**src/rtl/fetch_if.sv**
```systemverilog
// -----------------------------------------------------------------------------
// fetch_if
//   Bundles the event inputs and PC/imem control outputs of the fetch
//   sequencer. The sequencer connects through the 'slave' modport; the
//   hazard/branch side (or a testbench) uses 'master'.
//
//   Signals
//     start       master->slave  one-cycle pulse, leaves IDLE
//     hazard      master->slave  load-use hazard in decode (level)
//     redirect    master->slave  taken branch/jump resolved in EX (pulse)
//     target      master->slave  absolute redirect word address
//     halt_seen   master->slave  HALT opcode present in decode
//     fetch_en    slave->master  PC advances at this edge
//     jump        slave->master  PC loads 'next' instead of PC+1
//     next        slave->master  redirect address (0 when jump=0)
//     nop_insert  slave->master  replace fetched instruction with a NOP
//     hlt         slave->master  processor stopped
//     state       slave->master  current sequencer state
//     bubble_cnt  slave->master  saturating count of counted NOP cycles
//
//   Configuration macro SINGLE_STEP_EN adds:
//     step        master->slave  advance one instruction (pulse)
//     step_ack    slave->master  high during the single stepped RUN cycle
// -----------------------------------------------------------------------------
interface fetch_if #(
  parameter int CNT_W = 16
);
  logic             start;
  logic             hazard;
  logic             redirect;
  logic [31:0]      target;
  logic             halt_seen;
  logic             fetch_en;
  logic             jump;
  logic [31:0]      next;
  logic             nop_insert;
  logic             hlt;
  logic [2:0]       state;
  logic [CNT_W-1:0] bubble_cnt;
`ifdef SINGLE_STEP_EN
  logic             step;
  logic             step_ack;

  modport master (
    output start, hazard, redirect, target, halt_seen, step,
    input  fetch_en, jump, next, nop_insert, hlt, state, bubble_cnt, step_ack
  );

  modport slave (
    input  start, hazard, redirect, target, halt_seen, step,
    output fetch_en, jump, next, nop_insert, hlt, state, bubble_cnt, step_ack
  );
`else
  modport master (
    output start, hazard, redirect, target, halt_seen,
    input  fetch_en, jump, next, nop_insert, hlt, state, bubble_cnt
  );

  modport slave (
    input  start, hazard, redirect, target, halt_seen,
    output fetch_en, jump, next, nop_insert, hlt, state, bubble_cnt
  );
`endif
endinterface

```
**src/rtl/fetch_sequencer.sv**
```systemverilog
// -----------------------------------------------------------------------------
// fetch_sequencer
//   Front-end sequencer for the PC / instruction-memory block. Arbitrates
//   EX redirects, HALT reaching decode and decode load-use hazards, and
//   drives PC advance, absolute redirects, NOP injection and halt.
//
//   Ports
//     clk   in  rising-edge clock
//     rst   in  synchronous reset, active-high
//     bus   fetch_if.slave  event inputs and PC/imem control outputs
//
//   Parameters
//     STALL_DEPTH  minimum NOP cycles held in STALL per hazard (>=1)
//     FLUSH_DEPTH  NOP cycles after a redirect, PC held at target (>=1)
//     DRAIN_DEPTH  NOP cycles after HALT before hlt asserts (>=1)
//     CNT_W        width of bubble_cnt (must match the interface)
//
//   Configuration macro SINGLE_STEP_EN: start enters STEP_WAIT, each step
//   pulse grants one RUN cycle (step_ack=1), and STALL/FLUSH/DRAIN return
//   to STEP_WAIT instead of RUN.
// -----------------------------------------------------------------------------
module fetch_sequencer #(
  parameter int STALL_DEPTH = 2,
  parameter int FLUSH_DEPTH = 2,
  parameter int DRAIN_DEPTH = 4,
  parameter int CNT_W       = 16
) (
  input  logic   clk,
  input  logic   rst,
  fetch_if.slave bus
);

  typedef enum logic [2:0] {
    IDLE      = 3'd0,
    RUN       = 3'd1,
    STALL     = 3'd2,
    FLUSH     = 3'd3,
    DRAIN     = 3'd4,
    HALTED    = 3'd5,
    STEP_WAIT = 3'd6
  } state_t;

  localparam int MAX_SF = (STALL_DEPTH > FLUSH_DEPTH) ? STALL_DEPTH : FLUSH_DEPTH;
  localparam int MAX_D  = (MAX_SF > DRAIN_DEPTH) ? MAX_SF : DRAIN_DEPTH;
  localparam int CW     = $clog2(MAX_D) + 1;

  localparam logic [CW-1:0] STALL_LD = CW'(STALL_DEPTH - 1);
  localparam logic [CW-1:0] FLUSH_LD = CW'(FLUSH_DEPTH - 1);
  localparam logic [CW-1:0] DRAIN_LD = CW'(DRAIN_DEPTH - 1);

  // Where execution resumes after start or after a bubble sequence ends.
`ifdef SINGLE_STEP_EN
  localparam state_t RESUME = STEP_WAIT;
`else
  localparam state_t RESUME = RUN;
`endif

  state_t           state_q, state_d;
  logic [CW-1:0]    cnt_q, cnt_d, cnt_dec;
  logic [CNT_W-1:0] bubble_q;

  logic        fetch_en, jump, nop_insert, hlt, count_bubble;
  logic [31:0] next_addr;
`ifdef SINGLE_STEP_EN
  logic        step_ack;
`endif

  // ---------------------------------------------------------------------------
  // State register, bubble counter and NOP countdown
  // ---------------------------------------------------------------------------
  // NOTE: sequential state uses non-blocking assignments so every register
  // samples the pre-edge values of the others, whatever the block order.
  always_ff @(posedge clk) begin
    if (rst) begin
      state_q  <= IDLE;
      cnt_q    <= '0;
      bubble_q <= '0;
    end else begin
      state_q <= state_d;
      cnt_q   <= cnt_d;
      // Saturate rather than wrap so a long run never reads as few bubbles.
      if (count_bubble && (bubble_q != '1)) bubble_q <= bubble_q + CNT_W'(1);
    end
  end

  // ---------------------------------------------------------------------------
  // Next-state logic. A redirect from any bubble state is a wrong-path event:
  // it cancels the pending stall/drain and restarts the flush.
  // ---------------------------------------------------------------------------
  always_comb begin
    // NOTE: defaults ahead of the case keep every path assigned, so no
    // latches are inferred.
    state_d = state_q;
    cnt_d   = cnt_q;
    cnt_dec = (cnt_q == '0) ? '0 : cnt_q - CW'(1);
    case (state_q)
      IDLE: if (bus.start) state_d = RESUME;
      RUN: begin
        if (bus.redirect) begin
          state_d = FLUSH;
          cnt_d   = FLUSH_LD;
        end else if (bus.halt_seen) begin
          state_d = DRAIN;
          cnt_d   = DRAIN_LD;
        end else if (bus.hazard) begin
          state_d = STALL;
          cnt_d   = STALL_LD;
        end else begin
          state_d = RESUME;
        end
      end
      STALL: begin
        if (bus.redirect) begin
          state_d = FLUSH;
          cnt_d   = FLUSH_LD;
        end else if ((cnt_q == '0) && !bus.hazard) begin
          state_d = RESUME;
        end else begin
          cnt_d = cnt_dec;
        end
      end
      FLUSH: begin
        if (bus.redirect) begin
          cnt_d = FLUSH_LD;
        end else if (cnt_q == '0) begin
          state_d = RESUME;
        end else begin
          cnt_d = cnt_dec;
        end
      end
      DRAIN: begin
        if (bus.redirect) begin
          state_d = FLUSH;
          cnt_d   = FLUSH_LD;
        end else if (cnt_q == '0) begin
          state_d = HALTED;
        end else begin
          cnt_d = cnt_dec;
        end
      end
      HALTED: ;
`ifdef SINGLE_STEP_EN
      STEP_WAIT: begin
        if (bus.redirect) begin
          state_d = FLUSH;
          cnt_d   = FLUSH_LD;
        end else if (bus.step) begin
          state_d = RUN;
        end
      end
`endif
      default: state_d = IDLE;
    endcase
  end

  // ---------------------------------------------------------------------------
  // Output logic. Everything except RUN without a bubble entry injects a NOP.
  // ---------------------------------------------------------------------------
  always_comb begin
    fetch_en     = 1'b0;
    jump         = 1'b0;
    next_addr    = '0;
    nop_insert   = 1'b1;
    hlt          = 1'b0;
    count_bubble = 1'b0;
`ifdef SINGLE_STEP_EN
    step_ack     = 1'b0;
`endif
    case (state_q)
      IDLE:   hlt = 1'b1;
      HALTED: hlt = 1'b1;
      RUN: begin
`ifdef SINGLE_STEP_EN
        step_ack = 1'b1;
`endif
        if (bus.redirect) begin
          fetch_en   = 1'b1;
          jump       = 1'b1;
          next_addr  = bus.target;
          nop_insert = 1'b0;
        end else if (bus.halt_seen || bus.hazard) begin
          // Entry cycle of a drain/stall is already a bubble.
          count_bubble = 1'b1;
        end else begin
          fetch_en   = 1'b1;
          nop_insert = 1'b0;
        end
      end
      STALL, FLUSH, DRAIN: begin
        count_bubble = 1'b1;
        if (bus.redirect) begin
          fetch_en  = 1'b1;
          jump      = 1'b1;
          next_addr = bus.target;
        end
      end
`ifdef SINGLE_STEP_EN
      STEP_WAIT: begin
        if (bus.redirect) begin
          fetch_en  = 1'b1;
          jump      = 1'b1;
          next_addr = bus.target;
        end
      end
`endif
      default: ;
    endcase
  end

  assign bus.fetch_en   = fetch_en;
  assign bus.jump       = jump;
  assign bus.next       = next_addr;
  assign bus.nop_insert = nop_insert;
  assign bus.hlt        = hlt;
  assign bus.state      = state_q;
  assign bus.bubble_cnt = bubble_q;
`ifdef SINGLE_STEP_EN
  assign bus.step_ack   = step_ack;
`endif

endmodule

```
**src/flat_wrapper.sv**
```systemverilog
// flat-port wrapper written by rule: the top's interface ports become plain ports
module fetch_sequencer_flat 
#(
  parameter int STALL_DEPTH = 2,
  parameter int FLUSH_DEPTH = 2,
  parameter int DRAIN_DEPTH = 4,
  parameter int CNT_W       = 16
)
  (clk, rst, bus_start, bus_hazard, bus_redirect, bus_target, bus_halt_seen, bus_fetch_en, bus_jump, bus_next, bus_nop_insert, bus_hlt, bus_state, bus_bubble_cnt);
  fetch_if #(.CNT_W(CNT_W)) bus_i ();
  input  logic clk;
  input  logic rst;
  input wire logic [$bits(bus_i.start)-1:0] bus_start;
  input wire logic [$bits(bus_i.hazard)-1:0] bus_hazard;
  input wire logic [$bits(bus_i.redirect)-1:0] bus_redirect;
  input wire logic [$bits(bus_i.target)-1:0] bus_target;
  input wire logic [$bits(bus_i.halt_seen)-1:0] bus_halt_seen;
  output wire logic [$bits(bus_i.fetch_en)-1:0] bus_fetch_en;
  output wire logic [$bits(bus_i.jump)-1:0] bus_jump;
  output wire logic [$bits(bus_i.next)-1:0] bus_next;
  output wire logic [$bits(bus_i.nop_insert)-1:0] bus_nop_insert;
  output wire logic [$bits(bus_i.hlt)-1:0] bus_hlt;
  output wire logic [$bits(bus_i.state)-1:0] bus_state;
  output wire logic [$bits(bus_i.bubble_cnt)-1:0] bus_bubble_cnt;
  assign bus_i.start = bus_start;
  assign bus_i.hazard = bus_hazard;
  assign bus_i.redirect = bus_redirect;
  assign bus_i.target = bus_target;
  assign bus_i.halt_seen = bus_halt_seen;
  assign bus_fetch_en = bus_i.fetch_en;
  assign bus_jump = bus_i.jump;
  assign bus_next = bus_i.next;
  assign bus_nop_insert = bus_i.nop_insert;
  assign bus_hlt = bus_i.hlt;
  assign bus_state = bus_i.state;
  assign bus_bubble_cnt = bus_i.bubble_cnt;
  fetch_sequencer #(.STALL_DEPTH(STALL_DEPTH), .FLUSH_DEPTH(FLUSH_DEPTH), .DRAIN_DEPTH(DRAIN_DEPTH), .CNT_W(CNT_W)) u_core (.clk(clk), .rst(rst), .bus(bus_i));
endmodule
```
**config.mk**
```make
export PLATFORM = sky130hd
export DESIGN_NAME = fetch_sequencer_flat
export DESIGN_NICKNAME = d
export VERILOG_FILES = /design/src/rtl/fetch_if.sv /design/src/rtl/fetch_sequencer.sv /design/src/flat_wrapper.sv
export SDC_FILE = /design/constraint.sdc
export NUM_CORES = 1
export LEC_CHECK = 0
export ABC_AREA = 1
export CORE_UTILIZATION = 63
export CTS_BUF_LIST = sky130_fd_sc_hd__clkbuf_16
export DETAILED_ROUTE_END_ITERATION = 6
export DONT_BUFFER_PORTS = 1
export PLACE_DENSITY = 0.77
export SLEW_MARGIN = 25
export SYNTH_ARGS = -nofsm -noshare
export SYNTH_HDL_FRONTEND = slang
export SYNTH_SLANG_ARGS = --single-unit
```
**constraint.sdc**
```tcl
create_clock -name clk -period 2 [get_ports clk]
set_clock_uncertainty 0.1 [all_clocks]
set_input_delay 0.5 -clock clk [delete_from_list [all_inputs] [get_ports clk]]
set_output_delay 0.5 -clock clk [all_outputs]
set_load 0.01 [all_outputs]
```
==> results.md <==
- Outcome: finished, final reports clean
- Setup Crit Path Kind: register to primary output
- Maximum vdd drop: between 0.7 and 0.8 mV
- Synth unique cells: 27
- Std-Cell Rows: 19
- Worst r2r src: u_core.bus.bubble_cnt[0]
- Final setup fails: 0
- Final Util: between 70 and 80%
- Critical path launch point type: register
- Critical path data required time: roughly 1400 ps
- Area leader, netlist: dfxtp_1
- Antenna violations before repair: 0
- IO buf count: 0
- Final routed DRC violation total: 0
- Avg Cell Area, Syn: approximately 5.6 sq um
- Worst Tran Pin Value: 393 ps
- Antenna Cells: 0
- Endpoint, Worst Hold: u_core.bus.state[2]
- Post-layout min period: ~2000 ps
- Hold path startpoint: rst
- Hpwl dp: 3120 um
- Netlist area before placement: 1820 sq um
- Total CTS buffers: 3
- WL final: 4480 um
- Die X: between 50 and 60 um
- Top cell type's share of synthesized area: between 20% and 30%
- HP Class: primary input to register
- Post-synth top cells: 109 x nand2_1, 54 x inv_1, 42 x nor2_1, 22 x dfxtp_1, 21 x nand3_1
- Leak: approximately 0.0010 uW
- Initial drt markers: about 150
- Boundary Pins: 93
- Asr flop ratio synth: 0%
- Sequential element share of the synthesized area: around 24%
- Post-route setup slack: just over 8 ps
- Nature of the critical path endpoint: primary output
- Reg-to-Reg End: u_core.bus.bubble_cnt[9]
- GRT Residual Overflow: 0
- Core Region: 2730 sq um
- Pre-CTS setup slack: around 200 ps
- Number of synthesized flops with an enable pin: 0
- Pwr Total: around 1800 uW
- DIE AREA: between 3000 and 4000 sq um
- Via count: ~2000
- TritonCTS clock tree: yes
- Largest net degree at the start of global routing: 34
- Fmax: 502 MHz
- GRT Overall Usage: around 26%
- Initial core utilization: 66.5%
- Flops & latches, synth: 22
- Worst-path maximum fanout: 8
- Syn. warnings: 0
- Max-cap violation count: 0
- First-pass GRT wire length: about 6500 um
- Layout area overhead: 13.1%
- Slew HR: 73.7%
- Worst skew pair latency: 250 ps
- Setup_tns: 0 ps
- DRT Pass-1 Iters: 4
- Clock Sinks: 22
- Reg clk slew, reported paths: around 60 ps
- Worst path arrival time: 1390 ps
- Slew Viols, Final: 0
- R2r setup slk: ~330 ps
- Final hold vios: 0
- Htree depth: 1
- Synthesized net count: 361
- Die height: approximately 56 um
- Largest cells by area after synthesis: dfxtp_1 24%, nand2_1 22%, inv_1 11%
- Root Buffer Master: clkbuf_16
- WL/cell: between 10 and 15 um
- Clk buf depth: 2
- Power per cell area: 860 nW/um^2
- Most numerous cell in the Yosys netlist: nand2_1
- DRT antenna net count: 0
- Worst Reg2Reg Path Length in Cells: 8
- Prevailing post-synth register cell: dfxtp_1
- CTS Hold Bufs: 0
- Layout cells sized above 1: 20.5%
- Critical Path Source: u_core.bus.state[1]
- Fin crit share: 99.6%
- Dpl cells: 353
- Synth Instances: around 320
- Nets@finish: between 300 and 400
- GP Congestion: 0.904
- Worst hold stages: 1
- Vias per cell: 5.41
- Non-Filler Instances: roughly 360
- Number of global-route vias before repair: between 1500 and 2000
cell type report:
class	count	area (sq um)
multi-input combinational	231	1100
sequential	22	452
clock inverter	1	3.75
tap	31	38.8
clock buffer	3	75.1
inverter	60	235
fill	240	677
timing repair buffer	14	156
timing repair:
item / in CTS / in global routing
cloned: 0 / 3
gates resized for setup: 5 / 26
setup buffers: 0 / 2
endpoints found under the hold margin: 0 / 0
pin swaps: 0 / 2
setup endpoints to repair: 33 / 33
cell usage in the layout (no fill, tap or decap), types with 3 or more instances in the layout:
cell       count
nand2_2        6
xor2_1         3
nand4_1        6
inv_1         36
clkbuf_16      5
nand2_1      108
a21oi_1        8
nor2_2         3
nor2_1        42
dfxtp_4        3
nor2_4         3
nand3_1       20
inv_2         21
a21oi_2        8
dfxtp_1       19
buf_4         10
o21ai_0        9
xnor2_1        3
worst max-delay path, stage by stage (launching register included):
cell and delay (ps):
dfxtp_4 390, nor2_4 160, nand2_4 80, nand3_2 80, nand2_2 70, clkinv_4 90
clkbuf_16 150, nand2_1 40, inv_1 90
cell families (layout without fill, tap and decap cells):
group | count (synthesis) | after routing | share of synthesized area [%]
and+or+nand+nor | 196 | 196 | 46.6
buffers and inverters | 69 | 78 | 16.2
AOI/OAI and AO/OA | 28 | 28 | 9.42
DFF | 22 | 22 | 24.2
xor gates and xnor gates | 6 | 6 | 2.89
adders and majority gates | 1 | 1 | 0.688
sequential cells by signal (all words and copies together) (netlist names):
name / count
u_core.bus.bubble_cnt: 16
u_core.bus.state: 3
u_core.cnt_q: 3
how the worst max path moves through the flow:
stage / endpoint / slack (ps) / depth (start not counted)
after floorplan: bus_next[22] / 180 / 9
after global routing: bus_next[29] / -60 / 8
after detailed placement: bus_next[15] / 200 / 7
after CTS: bus_next[1] / -9 / 8
final: bus_next[14] / 8 / 8
after global placement: bus_next[22] / 210 / 7
stage by stage:
| step | area, sq um | hold WS [ps] |
|---|---|---|
| after floorplan | 1820 | 321 |
| after global placement | 1870 | 330 |
| after detailed placement | 1870 | 334 |
| after CTS | 1950 | 198 |
| after global routing | 2060 | 195 |
| final | 2060 | 198 |
where the power goes:
part	switching (uW)	total (uW)	internal, uW
registers	53.7	537	483
logic	529	811	282
clock network	156	422	267
total	738	1770	1030
per-layer routing:
layer / share of wire (%) / GRT usage [%] / vias up
met5: 0 / 0 / -
met3: 5.7 / 3.49 / 9
met4: 1.1 / 6.07 / 0
met2: 51 / 47.3 / 76
li1: - / - / 1000
met1: 42 / 31.2 / 872
Power figures use the tool's default switching activity.
